**config.mk**
```make
export PLATFORM = sky130hd
export DESIGN_NAME = control_sequencer_flat
export DESIGN_NICKNAME = d
export VERILOG_FILES = /design/src/rtl/control_sequencer_if.sv /design/src/rtl/control_sequencer.sv /design/src/flat_wrapper.sv
export SDC_FILE = /design/constraint.sdc
export NUM_CORES = 1
export LEC_CHECK = 0
export BUFFER_PORTS_ARGS = -buffer_cell sky130_fd_sc_hd__buf_2
export CAP_MARGIN = 10
export CORE_MARGIN = 10
export CORE_UTILIZATION = 35
export CTS_BUF_LIST = sky130_fd_sc_hd__clkbuf_4 sky130_fd_sc_hd__clkbuf_8
export DETAILED_ROUTE_END_ITERATION = 7
export SYNTH_ARGS = -nofsm -noshare
export SYNTH_HDL_FRONTEND = slang
export SYNTH_SLANG_ARGS = --single-unit
```
**constraint.sdc**
```tcl
create_clock -name CLK -period 3.2 [get_ports CLK]
set_input_delay 0.16 -clock CLK [delete_from_list [all_inputs] [get_ports CLK]]
set_output_delay 0.16 -clock CLK [all_outputs]
set_load 0.01 [all_outputs]
```
**src/rtl/control_sequencer_if.sv**
```systemverilog
// Signal bundle between the microcode sequencer and the CPU datapath:
// step/opcode/flag inputs plus the per-step control word.
interface control_sequencer_if;
  logic       STEP_EN;
  logic [3:0] OPCODE;
  logic       FLAG_C;
  logic       FLAG_Z;
  logic [2:0] STEP;
  logic       HALTED;
  logic       CO, RO, IO, AO, EO, SU;
  logic       MI, RI, II, AI, BI, OI, FI;
  logic       CE;
  logic       Jn;

  modport master (
    output STEP_EN, OPCODE, FLAG_C, FLAG_Z,
    input  STEP, HALTED, CO, RO, IO, AO, EO, SU,
    input  MI, RI, II, AI, BI, OI, FI, CE, Jn
  );

  modport slave (
    input  STEP_EN, OPCODE, FLAG_C, FLAG_Z,
    output STEP, HALTED, CO, RO, IO, AO, EO, SU,
    output MI, RI, II, AI, BI, OI, FI, CE, Jn
  );
endinterface

```
**src/rtl/control_sequencer.sv**
```systemverilog
// Microcode sequencer: T-state counter, halt latch and the combinational
// per-step control word decoded from the IR opcode nibble and ALU flags.
module control_sequencer (
  input  logic                CLK,
  input  logic                RESETn,
  input  logic                CLR,
  control_sequencer_if.slave  bus
);

  typedef enum logic [2:0] {T0 = 3'd0, T1 = 3'd1, T2 = 3'd2, T3 = 3'd3, T4 = 3'd4} step_t;

  typedef enum logic [3:0] {
    OP_NOP = 4'h0, OP_LDA = 4'h1, OP_ADD = 4'h2, OP_SUB = 4'h3,
    OP_STA = 4'h4, OP_LDI = 4'h5, OP_JMP = 4'h6, OP_JC  = 4'h7,
    OP_JZ  = 4'h8, OP_OUT = 4'hE, OP_HLT = 4'hF
  } opcode_t;

  step_t      step;
  logic       halted;
  logic [2:0] last_step;
  logic       co, ro, io, ao, eo, su;
  logic       mi, ri, ii, ai, bi, oi, fi, ce, j;

  always_comb begin
    case (bus.OPCODE)
      OP_LDA, OP_STA:                                    last_step = 3'd3;
      OP_ADD, OP_SUB:                                    last_step = 3'd4;
      OP_LDI, OP_JMP, OP_JC, OP_JZ, OP_OUT, OP_HLT:      last_step = 3'd2;
      default:                                           last_step = 3'd1;
    endcase
  end

  always_comb begin
    co = 1'b0; ro = 1'b0; io = 1'b0; ao = 1'b0; eo = 1'b0; su = 1'b0;
    mi = 1'b0; ri = 1'b0; ii = 1'b0; ai = 1'b0; bi = 1'b0; oi = 1'b0;
    fi = 1'b0; ce = 1'b0; j  = 1'b0;
    if (!halted) begin
      case (step)
        T0: begin co = 1'b1; mi = 1'b1; end
        T1: begin ro = 1'b1; ii = 1'b1; ce = 1'b1; end
        T2: begin
          case (bus.OPCODE)
            OP_LDA, OP_ADD, OP_SUB, OP_STA: begin io = 1'b1; mi = 1'b1; end
            OP_LDI: begin io = 1'b1; ai = 1'b1; end
            OP_JMP: begin io = 1'b1; j = 1'b1; end
            OP_JC:  begin io = 1'b1; j = bus.FLAG_C; end
            OP_JZ:  begin io = 1'b1; j = bus.FLAG_Z; end
            OP_OUT: begin ao = 1'b1; oi = 1'b1; end
            default: ;
          endcase
        end
        T3: begin
          case (bus.OPCODE)
            OP_LDA:         begin ro = 1'b1; ai = 1'b1; end
            OP_ADD, OP_SUB: begin ro = 1'b1; bi = 1'b1; end
            OP_STA:         begin ao = 1'b1; ri = 1'b1; end
            default: ;
          endcase
        end
        T4: begin
          case (bus.OPCODE)
            OP_ADD: begin eo = 1'b1; ai = 1'b1; fi = 1'b1; end
            OP_SUB: begin eo = 1'b1; ai = 1'b1; fi = 1'b1; su = 1'b1; end
            default: ;
          endcase
        end
        default: ;
      endcase
    end
  end

  // Drive strobes pass straight through; loads and PC control only fire on enabled steps.
  assign bus.CO = co;
  assign bus.RO = ro;
  assign bus.IO = io;
  assign bus.AO = ao;
  assign bus.EO = eo;
  assign bus.SU = su;
  assign bus.MI = mi & bus.STEP_EN;
  assign bus.RI = ri & bus.STEP_EN;
  assign bus.II = ii & bus.STEP_EN;
  assign bus.AI = ai & bus.STEP_EN;
  assign bus.BI = bi & bus.STEP_EN;
  assign bus.OI = oi & bus.STEP_EN;
  assign bus.FI = fi & bus.STEP_EN;
  assign bus.CE = ce & bus.STEP_EN;
  assign bus.Jn = ~(j & bus.STEP_EN);

  assign bus.STEP   = step;
  assign bus.HALTED = halted;

  // ">=" rather than "==" keeps STEP bounded if the opcode shortens mid-instruction.
  always_ff @(posedge CLK) begin
    if (!RESETn || CLR) begin
      step   <= T0;
      halted <= 1'b0;
    end else if (bus.STEP_EN && !halted) begin
      if (bus.OPCODE == OP_HLT && step == T2) begin
        halted <= 1'b1;
        step   <= T0;
      end else if (step >= last_step) begin
        step <= T0;
      end else begin
        step <= step_t'(step + 3'd1);
      end
    end
  end

endmodule

```
**src/flat_wrapper.sv**
```systemverilog
// flat-port wrapper written by rule: the top's interface ports become plain ports
module control_sequencer_flat 
  (CLK, RESETn, CLR, bus_STEP_EN, bus_OPCODE, bus_FLAG_C, bus_FLAG_Z, bus_STEP, bus_HALTED, bus_CO, bus_RO, bus_IO, bus_AO, bus_EO, bus_SU, bus_MI, bus_RI, bus_II, bus_AI, bus_BI, bus_OI, bus_FI, bus_CE, bus_Jn);
  control_sequencer_if bus_i ();
  input  logic CLK;
  input  logic RESETn;
  input  logic CLR;
  input wire logic [$bits(bus_i.STEP_EN)-1:0] bus_STEP_EN;
  input wire logic [$bits(bus_i.OPCODE)-1:0] bus_OPCODE;
  input wire logic [$bits(bus_i.FLAG_C)-1:0] bus_FLAG_C;
  input wire logic [$bits(bus_i.FLAG_Z)-1:0] bus_FLAG_Z;
  output wire logic [$bits(bus_i.STEP)-1:0] bus_STEP;
  output wire logic [$bits(bus_i.HALTED)-1:0] bus_HALTED;
  output wire logic [$bits(bus_i.CO)-1:0] bus_CO;
  output wire logic [$bits(bus_i.RO)-1:0] bus_RO;
  output wire logic [$bits(bus_i.IO)-1:0] bus_IO;
  output wire logic [$bits(bus_i.AO)-1:0] bus_AO;
  output wire logic [$bits(bus_i.EO)-1:0] bus_EO;
  output wire logic [$bits(bus_i.SU)-1:0] bus_SU;
  output wire logic [$bits(bus_i.MI)-1:0] bus_MI;
  output wire logic [$bits(bus_i.RI)-1:0] bus_RI;
  output wire logic [$bits(bus_i.II)-1:0] bus_II;
  output wire logic [$bits(bus_i.AI)-1:0] bus_AI;
  output wire logic [$bits(bus_i.BI)-1:0] bus_BI;
  output wire logic [$bits(bus_i.OI)-1:0] bus_OI;
  output wire logic [$bits(bus_i.FI)-1:0] bus_FI;
  output wire logic [$bits(bus_i.CE)-1:0] bus_CE;
  output wire logic [$bits(bus_i.Jn)-1:0] bus_Jn;
  assign bus_i.STEP_EN = bus_STEP_EN;
  assign bus_i.OPCODE = bus_OPCODE;
  assign bus_i.FLAG_C = bus_FLAG_C;
  assign bus_i.FLAG_Z = bus_FLAG_Z;
  assign bus_STEP = bus_i.STEP;
  assign bus_HALTED = bus_i.HALTED;
  assign bus_CO = bus_i.CO;
  assign bus_RO = bus_i.RO;
  assign bus_IO = bus_i.IO;
  assign bus_AO = bus_i.AO;
  assign bus_EO = bus_i.EO;
  assign bus_SU = bus_i.SU;
  assign bus_MI = bus_i.MI;
  assign bus_RI = bus_i.RI;
  assign bus_II = bus_i.II;
  assign bus_AI = bus_i.AI;
  assign bus_BI = bus_i.BI;
  assign bus_OI = bus_i.OI;
  assign bus_FI = bus_i.FI;
  assign bus_CE = bus_i.CE;
  assign bus_Jn = bus_i.Jn;
  control_sequencer u_core (.CLK(CLK), .RESETn(RESETn), .CLR(CLR), .bus(bus_i));
endmodule
```
# After elaboration in Yosys (flattened, before gate mapping)
# Memories as Yosys holds them, arrays and structs flattened.
# Index checks and enable logic that the tools add are counted.
[totals] ff_bits=4 rom_bits=48 input_bits=10 output_inout_bits=19 wordCells=77 memories=1
[mem_list] memory="(no name shown)" words=16 width=3 read_ports=1 rd_clocked_by_memory_dff=0 write_ports=0 line_no="control_sequencer.sv:25" rtl="case (bus.OPCODE)"
[classes] add_sub_neg=1 magnitude_cmp=1 eq_ne=14 n_mux=38 bitwise=9 reduce_logical=11
[ops] cell="1-bit 2-to-1 mux" n=31
[ops] cell="4-bit by 3-bit == test with 1-bit output, second input constant" n=4
[ops] cell="4-bit == test, second input constant" n=3
[ops] cell="1-bit AND" n=8
[ops] cell="4-bit by 2-bit == test with 1-bit output, second input constant" n=2
[ops] cell="8-bit OR reduction" n=1
[ops] cell="3-bit by 2-bit == test with 1-bit output, second input constant" n=2
[ops] cell="3-bit 2-to-1 mux" n=2
[ops] cell="1-bit one-hot mux with 2 select lines" n=3
[ops] cell="1-bit one-hot mux with 3 select lines" n=2
[ops] cell="4-bit by 1-bit == test with 1-bit output, second input constant" n=1
[ops] cell="4-bit OR reduction" n=1
[ops] cell="3-bit by 1-bit adder with 3-bit output, second input constant" n=1
[ops] cell="3-bit by 1-bit == test with 1-bit output, second input constant" n=1
[ops] cell="3-bit == test, second input constant" n=1
[ops] cell="3-bit greater-or-equal comparator" n=1
[ops] cell="3-bit zero test" n=1
[ops] cell="3-bit OR reduction" n=1
[ops] cell="1-bit logical AND" n=2
[ops] cell="1-bit zero test" n=2
[ops] cell="2-bit AND reduction" n=1
[ops] cell="2-bit OR reduction" n=1
[ops] cell="1-bit logical OR" n=1
[ops] cell="1-bit NOT" n=1

# Longest topological paths before layout
[logic_depth] word_depth=6 ltp_mapped=8

# Worst setup path after synthesis
# Ideal clock, no wire load.
[synth_timing] path_kind="input-to-reg" from="input bus_OPCODE[1]" to="register u_core.step[0] (netlist: u_core.bus.STEP[0])" setup_ps=87 arrival_time_ps=1534 path_slack_ps=1579 path_stages=8 cell_sequence="buf_4 nor3_2 a21boi_0 o21a_1 ha_1 nor3b_1 nor2_1 o31ai_1"
[synth_via] elab_chain_cells=4 elab_cells_between_ends=6 cone_classes="1 x order compare; 1 x eq/ne; 2 x mux; 1 x reduce/logical; 1 x memory"
[synth_rtl] element="from (decl)" line_no="flat_wrapper.sv:9" rtl="input wire logic [$bits(bus_i.OPCODE)-1:0] bus_OPCODE;"
[synth_rtl] element="memory 16 x 3 bit"
[synth_rtl] element="3-bit greater-or-equal comparator" line_no="control_sequencer.sv:101" rtl="end else if (step >= last_step) begin"
[synth_rtl] element="3-bit 2-to-1 mux" line_no="control_sequencer.sv:101"
[synth_rtl] element="3-bit 2-to-1 mux (*)" line_no="control_sequencer.sv:98" rtl="if (bus.OPCODE == OP_HLT && step == T2) begin"
[synth_rtl] element="to (signal assigned)" line_no="control_sequencer.sv:104" rtl="step <= step_t'(step + 3'd1);"
[synth_rtl] element="to (decl)" line_no="control_sequencer.sv:18" rtl="step_t step;"
# Every way passes the cells marked *; elsewhere a longest branch is shown, timed or not.
# A chain may end at the register's enable or synchronous reset.

# Worst setup path in the final report
[layout_timing] from="register u_core.step[0] (netlist: u_core.bus.STEP[0])" to="output bus_OI"
[layout_via] elab_chain_cells=4
[layout_rtl] element="3-bit by 2-bit == test with 1-bit output" line_no="control_sequencer.sv:38" rtl="case (step)"
[layout_rtl] element="1-bit 2-to-1 mux" line_no="control_sequencer.sv:38"
[layout_rtl] element="1-bit 2-to-1 mux" line_no="control_sequencer.sv:37" rtl="if (!halted) begin"
[layout_rtl] element="1-bit AND" line_no="control_sequencer.sv:84" rtl="assign bus.OI = oi & bus.STEP_EN;"
[layout_rtl] element="to (decl)" line_no="flat_wrapper.sv:25" rtl="output wire logic [$bits(bus_i.OI)-1:0] bus_OI;"
# No other way between the ends.

==> flow_results.org <==
** Outcome
- The run finished with clean final reports.

** Setup path
- Startpoint type of the worst setup path :: flop
- Worst reg2reg endpoint :: u_core.bus.STEP[0]
- By startpoint and endpoint, the worst setup path is classified as reg2out.
- For the worst setup path, the data required time is 3.04 ns.
- Slowest CP cell :: dfxtp_1
- Flop-to-flop setup slack :: 1.67 ns
- Cell count of the worst reg-to-reg path :: 5
- Crit path DAT :: 1.80 ns
- CP delay by family, top :: simple AND/OR/NAND/NOR gates
- The worst register-to-register path begins at u_core.bus.STEP[0].
- Critical-path maximum fanout :: 6
- Sort of element at the end of the critical path :: output pin
- The number of buffers and inverters on the critical path is 2.
- Critical Path, Cell by Cell :: inv_1 > ha_1 > nor2b_1 > nand2_1 > nor4b_1 > buf_2
- Stage delay of the slowest cell on the critical path :: 0.36 ns

** Clock network
- Clk Latency, worst-skew pair :: 0.24 ns
- Clock tree from TritonCTS :: yes
- Clock tree synthesis inserted a total of 3 buffers.
- Post-CTS setup buffer count :: 0
- PostCTS Resize Cnt :: 0
- CTS built an H-tree with a depth of 1.
- The clock passes through at most 2 buffers.
- Clock-pin slew on the worst setup and hold paths :: roughly 0.040 ns
- Hold-fix buffers at CTS :: 0
- Clock sink count :: 4
- CTS placed an instance of clkbuf_4 at the clock tree root.

** Timing
- Portion of the clock cycle consumed by the worst path in the final layout :: 61.23%
- For the pin with the worst max-slew slack, the measured transition is 0.3594 ns.
- Setup repair after global routing left no endpoint under its margin.
- Minimum hold slack :: 0.2266 ns
- After routing, the total negative slack on setup checks comes to 0 ns.
- Setup violations remaining at the end of the flow were counted as 0.
- Final count of pins violating max slew :: 0
- The hold violation count in the final report is 0.
- Relative slew slack :: between 70% and 80%
- The smallest clock period supported by the final layout is computed as 1.959 ns.
- For the final database, setup skew stands at 0.004547 ns.
- Derived from the worst setup path, the maximum achievable clock frequency is 510.4 MHz.

** Detailed routing
- For this block, the initial DRC count from the detailed router was 13.
- Final Routed Wirelength :: ~1.9 mm
- The pre-antenna-repair detailed-routing pass consisted of 4 iterations.
- For this run, design rule violations remaining after detail routing come to 0.
- Using the TritonRoute via totals, the vias-per-cell ratio works out to 5.226.
- Dividing the detail-routed wire length by the instance count gives 14.02 µm.
- Summing over every cut layer, the via total after detailed routing is 716.
- In this run the remaining antenna-violating nets after routing total 0.

** Synth
- The number of nets handed over by synthesis was around 110.
- The top cell type by area accounts for between 10% and 20% of the synthesized area.
- Synth cell types :: 36
- ha_1 is the most common cell in the netlist.
- Count of flip-flops with a built-in enable after synthesis :: 0
- In the post-synthesis netlist, the biggest area contributors are ha_1 15%, dfxtp_1 12%, nor3b_1 5.6%.
- Post-Syn Area per Cell :: between 7 and 8 µm²
- Of all flip-flops after synthesis, the portion carrying an async set or reset was 0%.
- Most used flip-flop cell after synthesis :: dfxtp_1
- Synthesis warning total :: 0
- After technology mapping, the gate count stands at 88.
- Sorting the synthesized cells by how often they occur yields 8 x ha_1, 7 x inv_1, 5 x nand2_1, 5 x nor2_1, 5 x nor3b_1.
- After synthesis the cells add up to between 600 and 700 µm².
- The synthesized design spends more area on one cell type than any other, namely ha_1.
- Fraction of the yosys area taken by sequential cells :: 11.87%
- Register bit count reported by yosys :: 4

** GRT
- Global-route congestion overflow total :: 0
- Total global routing track utilization :: 9.726%
- The number of antenna violations at the first check in global routing came to 0.
- Entering global routing, the biggest net connects 15 pins.
- Global-route wire length before repair :: 3.284 mm
- The via count of the first global-routing pass was 713.

** Cells and area
- Area occupied by multi-input gates :: 513.0 µm²
- Ratio of cells with drive above 1 in the final layout :: 33.04%
- Fill cells in the final layout number 183.
- The repair_antennas step left the layout with diodes totalling 0.
- The finished layout holds between 100 and 150 standard cells, fillers aside.
- Fin nets :: 132
- In the final layout, flip-flops and latches occupy between 80 and 90 µm².
- Area added between synthesis and finish :: 20.59%

** Power and ir drop
- Summed over all cells, the static leakage comes to 0.3702 nW.
- The worst-case IR drop observed on VDD is 0.1266 mV.
- Dividing total power by cell area gives a power density of slightly above 200 mW/mm².

** Worst hold path
- The startpoint identified for the worst hold timing path is CLR.
- The path with the worst hold slack has its endpoint at u_core.bus.HALTED.
- Number of instances on the worst hold path :: 3
- The min-delay analysis places its worst path in the category in2reg.

** Run
- Count of maximum capacitance violations :: 0

** Placement
- Global placement routability congestion :: 0.7727
- Including well taps, the total number of placed cells is 134.
- Total half-perimeter wirelength after legalization and detailed placement :: 1.561 mm
- Buffers placed on the I/O ports in this run total 28.

** Floorplan
- The initialized floorplan defines 15 standard-cell rows.
- From bottom edge to top edge, the die measures 63.90 µm.
- The floorplan step defined a die boundary enclosing just over 0.004 mm².
- For this design the top-level I/O count stands at 29.
- From left edge to right edge, the die measures ~64 µm.
- Initial standard-cell utilization of the core :: a little under two fifths
- The total area inside the core boundary comes to roughly 0.0018 mm².
[cells in the final DEF (no fill, tap or decap)]
master,instances
o21ai_0,4
nor4b_1,2
nand3_1,3
nand2b_1,1
or2_2,1
ha_1,8
nand2b_4,1
a211oi_1,1
o211ai_1,1
a21boi_0,1
nor2b_1,4
nor3b_1,5
and3_1,2
buf_2,28
and2b_2,1
a31oi_1,2
nor4_1,3
nor3_1,3
nor3_2,1
xor2_1,1
o2111a_1,1
dfxtp_1,4
nor4_2,1
and3b_1,1
inv_1,7
nor2_1,5
a21oi_1,2
o21ai_1,2
nand2_1,5
o311ai_2,1
clkbuf_4,3
o21a_1,3
nand4_1,1
and4bb_1,1
o31ai_1,2
[report_power, final]
group	total (mW)	internal (mW)	leakage (nW)	switching (mW)
clock network	0.0653	0.0421	0.0138	0.0232
registers	0.0524	0.0510	0.0323	0.00142
logic	0.0508	0.0207	0.324	0.0300
total	0.168	0.114	0.370	0.0547
[flip-flops by register name, indices dropped and copies added (netlist names)]
signal / cells
u_core.bus.HALTED: 1
u_core.bus.STEP: 3
[how the worst max path moves through the flow]
stage	to	slack, ns	cells past startpoint	startpoint
after global routing	bus_OI	1.06	6	u_core.bus.STEP[0]
after global placement	u_core.bus.STEP[0]	1.40	8	bus_OPCODE[2]
after detailed placement	u_core.bus.STEP[2]	1.37	8	bus_OPCODE[2]
after floorplan	u_core.bus.STEP[0]	1.58	8	bus_OPCODE[1]
after CTS	bus_OI	1.21	6	u_core.bus.STEP[0]
final	bus_OI	1.24	6	u_core.bus.STEP[0]
[stage by stage]
stage	util (%)	worst slack, ns	total power, mW	instance area (µm²)
floorplan	-	1.579	0.09017	674.4
global placement	44.35	1.404	0.1038	790.8
detailed placement	44.35	1.371	0.1039	790.8
CTS	45.61	1.209	0.1698	813.3
global route	45.61	1.057	0.1765	813.3
finish	45.61	1.241	0.1685	813.3
[metal layers]
layer / up-vias / track usage, % / share of wire (%)
li1: 373 / - / -
met1: 312 / 10.74 / 41
met2: 26 / 16.29 / 48
met3: 5 / 2.091 / 7.4
met4: 0 / 6.557 / 2.8
met5: - / 0 / 0
[worst register-to-register path, delay by kind of cell (launching register included)]
family,cells,cell delay [ns]
AO/OA/AOI/OAI,1,0.22
adder cells (fa/ha/maj),1,0.31
buffers and inverters,1,0.16
flip-flops,1,0.43
AND/OR/NAND/NOR,2,0.32
[final cells by class]
type                       count  share of cell area [%]
clock buffer                   3                   2.769
timing repair buffer          28                   17.23
inverter                       7                   3.231
multi-input combinational     70                   63.08
tap                           25                   3.846
sequential                     4                   9.846
[kinds of logic (layout without fill, tap and decap cells)]
kind of cell    after synthesis  in the layout  synth area share [%]
buf+inv                      14             38                 12.06
flops                         4              4                 11.87
xor+xnor                      1              1                 1.299
simple gates                 41             41                 39.15
compound gates               20             20                 20.78
fa+ha+maj                     8              8                 14.84
Note: power is estimated with default switching activity, not from simulation.
